File: src/rtl/regfile_access_ctrl.sv
// Register file access controller for the multi-cycle RV32I core.
// Accepts one decoded instruction, reads its operands, hands them to execute,
// then commits the execute result with a single-cycle register file write.
//
// state   | meaning
// --------+-----------------------------------------------------------
// IDLE    | waiting for decode; dec_ready=1
// READ    | read addresses driven; operands captured on the clock edge
// ISSUE   | op_valid=1; operands held until execute takes them
// WAIT_WB | wb_ready=1; waiting for the execute result
// WRITE   | rf_we pulse (suppressed for rd==0); instruction retires
module regfile_access_ctrl #(
  parameter int XLEN  = 32,
  parameter int AW    = 5,
  parameter int CNT_W = 32
) (
  input  logic             clock,
  input  logic             reset,
  input  logic             dec_valid,
  output logic             dec_ready,
  input  logic [AW-1:0]    dec_rs1,
  input  logic [AW-1:0]    dec_rs2,
  input  logic [AW-1:0]    dec_rd,
  input  logic             dec_wb_en,
  output logic [AW-1:0]    rf_rs1_addr,
  output logic [AW-1:0]    rf_rs2_addr,
  input  logic [XLEN-1:0]  rf_rs1_data,
  input  logic [XLEN-1:0]  rf_rs2_data,
  output logic             rf_we,
  output logic [AW-1:0]    rf_rd_addr,
  output logic [XLEN-1:0]  rf_rd_data,
  output logic             op_valid,
  input  logic             op_ready,
  output logic [XLEN-1:0]  op_rs1_data,
  output logic [XLEN-1:0]  op_rs2_data,
  output logic [AW-1:0]    op_rd,
  input  logic             wb_valid,
  output logic             wb_ready,
  input  logic [XLEN-1:0]  wb_data,
  output logic             busy,
  output logic [CNT_W-1:0] retired
);

  typedef enum logic [2:0] {
    IDLE    = 3'd0,
    READ    = 3'd1,
    ISSUE   = 3'd2,
    WAIT_WB = 3'd3,
    WRITE   = 3'd4
  } state_t;

  state_t state, next_state;

  logic [AW-1:0]    rs1_q, rs2_q, rd_q;
  logic             wb_en_q;
  logic [XLEN-1:0]  rs1_data_q, rs2_data_q, wb_data_q;
  logic [CNT_W-1:0] retired_q;

  logic latch_dec, capture_ops, latch_wb, retire;

  // Next-state and handshake/strobe decode; every output defaulted first.
  always_comb begin
    next_state  = state;
    dec_ready   = 1'b0;
    op_valid    = 1'b0;
    wb_ready    = 1'b0;
    rf_we       = 1'b0;
    latch_dec   = 1'b0;
    capture_ops = 1'b0;
    latch_wb    = 1'b0;
    retire      = 1'b0;
    case (state)
      IDLE: begin
        dec_ready = 1'b1;
        if (dec_valid) begin
          latch_dec  = 1'b1;
          next_state = READ;
        end
      end
      READ: begin
        capture_ops = 1'b1;
        next_state  = ISSUE;
      end
      ISSUE: begin
        op_valid = 1'b1;
        if (op_ready) begin
          if (wb_en_q) begin
            next_state = WAIT_WB;
          end else begin
            retire     = 1'b1;
            next_state = IDLE;
          end
        end
      end
      WAIT_WB: begin
        wb_ready = 1'b1;
        if (wb_valid) begin
          latch_wb   = 1'b1;
          next_state = WRITE;
        end
      end
      WRITE: begin
        // x0 is hardwired; the result is consumed but never written.
        rf_we      = (rd_q != '0) && !reset;
        retire     = 1'b1;
        next_state = IDLE;
      end
      default: next_state = IDLE;
    endcase
  end

  // State register.
  always_ff @(posedge clock) begin
    if (reset) state <= IDLE;
    else       state <= next_state;
  end

  // Latched instruction fields, operands, writeback value and retire count.
  always_ff @(posedge clock) begin
    if (reset) begin
      rs1_q      <= '0;
      rs2_q      <= '0;
      rd_q       <= '0;
      wb_en_q    <= 1'b0;
      rs1_data_q <= '0;
      rs2_data_q <= '0;
      wb_data_q  <= '0;
      retired_q  <= '0;
    end else begin
      if (latch_dec) begin
        rs1_q   <= dec_rs1;
        rs2_q   <= dec_rs2;
        rd_q    <= dec_rd;
        wb_en_q <= dec_wb_en;
      end
      if (capture_ops) begin
        rs1_data_q <= rf_rs1_data;
        rs2_data_q <= rf_rs2_data;
      end
      if (latch_wb) wb_data_q <= wb_data;
      if (retire)   retired_q <= retired_q + CNT_W'(1);
    end
  end

  assign rf_rs1_addr = rs1_q;
  assign rf_rs2_addr = rs2_q;
  assign rf_rd_addr  = rd_q;
  assign rf_rd_data  = wb_data_q;
  assign op_rs1_data = rs1_data_q;
  assign op_rs2_data = rs2_data_q;
  assign op_rd       = rd_q;
  assign busy        = (state != IDLE);
  assign retired     = retired_q;

endmodule

File: config.mk
export PLATFORM = sky130hd
export DESIGN_NAME = regfile_access_ctrl
export DESIGN_NICKNAME = d
export VERILOG_FILES = /design/src/rtl/regfile_access_ctrl.sv
export SDC_FILE = /design/constraint.sdc
export NUM_CORES = 1
export LEC_CHECK = 0
export CAP_MARGIN = 20
export CORE_UTILIZATION = 41
export CTS_CLUSTER_DIAMETER = 120
export CTS_CLUSTER_SIZE = 14
export DETAILED_ROUTE_END_ITERATION = 7
export MAX_ROUTING_LAYER = met4
export PLACE_DENSITY = 0.89
export SLEW_MARGIN = 20
export SYNTH_ARGS = -nofsm -noshare
export SYNTH_HDL_FRONTEND = slang
export SYNTH_SLANG_ARGS = --single-unit
File: constraint.sdc
create_clock -name clock -period 2.08 [get_ports clock]
set_input_delay 0.416 -clock clock [delete_from_list [all_inputs] [get_ports clock]]
set_output_delay 0.416 -clock clock [all_outputs]
set_load 0.03 [all_outputs]
==> impl_metrics.toml <==
[global_routing]
grt_pass1_vias = 5661
grt_start_max_net_pins = 153
use_met2 = 0.401
met1_usage = 0.270
grt_pass1_wl_mm = 27.1
grt.overflow.total = 0
antenna_found_initial = 0
use_met3 = 0.0741
grt_util_all_layers = 0.247
busiest_layer = "met2"

[timing]
slew_violations = 0
tns_ns = 0
fin_ws_ns = 0.0228
grt_setup_unrepaired = "yes"
fin_crit_sh = 0.989
fin_hold_ws_ns = 0.330
post-route-min-period_ns = 2.06
hold_violations = 0
worstMarginPinSlew_ns = 0.753
maxSlewHeadroom = 0.498
clock_skew_ns = 0.00605
setup_viol = 0
max_freq_mhz = 486

[setup_path]
r2r_end = "retired[31]"
endpoint_kind = "output pin"
cp-startpoint = "op_rd[0]"
crit_chain = "or4_1, o2111a_1, buf_6"
critPathLaunchType = "flip-flop"
cpMaxStageDelayCell = "or4_1"
worstPathArrival_ns = 1.64
r2r_start = "retired[15]"
max_stage_delay_ns = 0.52
cp.required_ns = 1.66
reg2reg_depth = 4
worstSetupPathType = "reg -> out"
path_max_fanout = 2
r2r_setup_slack_ns = 0.13
crit_end = "rf_we"

[placed_design]
postPlaceCellArea_um2 = 8690
numPortBuffers = 269
dp_cells = 1139
dp_slack_ns = -0.315
place_hpwl_mm = 11.8
globalplace.congestion = 0.793

[final_layout]
final_layout_size_suffix_gt1_frac = 0.0834
n_fill_cell = 987
register_area_um2 = 2940
syn2layout_area_growth_pct = 63.2
fin_util = 0.696
instances_no_fill = 1171
multi_input_area_um2 = 2520
final_nets = 1100
n_antenna_cell = 0
stdcell_area_um2 = 9330

[floorplanning]
die_w_um = 120
io_pins = 270
dieHeight_um = 120
core_area_um2 = 13400
start_util = 0.427
die_area_um2 = 14400
num_rows = 42

[drt]
wirelength_mm = 17.5
vias = 5950
dr.first_iter.drc_count = 364
drt-pass1-iter-count = 4
drt-vias-per-instance = 5.08
ant_nets = 0
drc = 0
wl_per_cell_um = 14.9

[synthesis]
ys_types = 42
synthTopCellsByCount = "nand2_1 (238), dfxtp_1 (147), a21oi_1 (134)"
synthFlopType = "dfxtp_1"
avgSynthCellArea_um2 = 7.96
syn_inst = 718
synth_top_area_frac = 0.515
ys_seq_area_frac = 0.515
ys_warn_count = 0
ys_async_sr_fraction = 0
syn_area_um2 = 5720
synth_area_leaders = "dfxtp_1 (51%), nand2_1 (16%), a21oi_1 (12%), clkbuf_1 (2.7%), or4_1 (2.0%)"
ys_ff_latch = 147
synth_edf_count = 0
syn-num-nets = 836
yosysTopAreaCell = "dfxtp_1"
synthMostInstantiatedCell = "nand2_1"

[cts]
cts-root-buf = "clkbuf_16"
cts_buffer_depth = 2
htreeDepth = 4
cts_buffers = 17
ctsHoldBuffers = 0
clk_latency_ns = 0.41
clk_pin_slew_worst_paths_ns = 0.06
cts_sinks = 147
post_cts_resized = 6
cts_tree = "done"
cts_setup_buffers = 0

[min_path]
hp-class = "in -> reg"

[pwr]
power.total_mw = 8.40
ir_drop_uv = 676
leakage_nw = 3.32
power_density_nw_per_um2 = 900

[flow_run]
cap_violations = 0

[status]
status = "finished, final reports clean"
critical path: cells and delay by family, from the launching register on:
family	cells	cell delay, ns
AO/OA/AOI/OAI	1	0.26
flip-flops	1	0.31
AND/OR/NAND/NOR	1	0.52
buffers and inverters	1	0.14
cells in the final DEF, fill, tap and decap left out, types with 7 or more instances in the layout:
master	Yosys	routed
clkdlybuf4s50_1	0	262
nand2_1	238	237
dfxtp_1	147	146
a21oi_1	134	134
buf_4	6	33
clkbuf_16	0	17
nor2_1	15	15
or4_1	15	14
o31ai_1	13	13
nor2b_1	10	9
nand4_1	9	9
o21ai_0	8	8
nand3_1	7	7
worst min-delay path by stage:
stage               slack, ns  depth (start not counted)             from               to
floorplan                0.46                          2          wb_en_q          wb_en_q
global placement         0.44                          2  op_rs2_data[24]  op_rs2_data[24]
detailed placement       0.45                          2  op_rs1_data[27]  op_rs1_data[27]
CTS                      0.31                          3            reset       retired[4]
global route             0.34                          3            reset       retired[4]
finish                   0.33                          3            reset       retired[4]
state kept, by name, summed over array words and instances (netlist names):
register     cells
rf_rs2_addr      5
op_rs1_data     32
op_rd            5
wb_en_q          1
state            3
rf_rs1_addr      5
retired         32
rf_rd_data      32
op_rs2_data     32
cells by family after synthesis:
group           Yosys count  share of synthesized area
fa+ha+maj                 1                    0.00219
simple gates            328                      0.255
compound gates          165                      0.156
flops                   147                      0.515
mux                       9                     0.0173
xor+xnor                  4                    0.00613
buf+inv                  64                     0.0488
per-layer routing:
layer	vias up	part of all wire	wire length, um
li1	2945	-	-
met4	0	0.041	722
met1	2715	0.39	6810
met5	-	0	0
met2	238	0.49	8510
met3	52	0.081	1410
layout make-up:
cell class	instances	area share
clock buffers	23	0.0523
flip-flops and latches	147	0.316
multi-input cells	507	0.270
repair buffers	304	0.323
well taps	176	0.0236
inverters	5	0.00201
clock inverters	9	0.0135
where the power goes:
group	leakage, nW	switching, mW	total [mW]	internal (mW)
Combinational	1.82	1.19	2.06	0.874
Clock	0.303	1.14	3.15	2.01
Sequential	1.19	0.135	3.18	3.05
No activity file was read; power rests on OpenSTA's default activity.
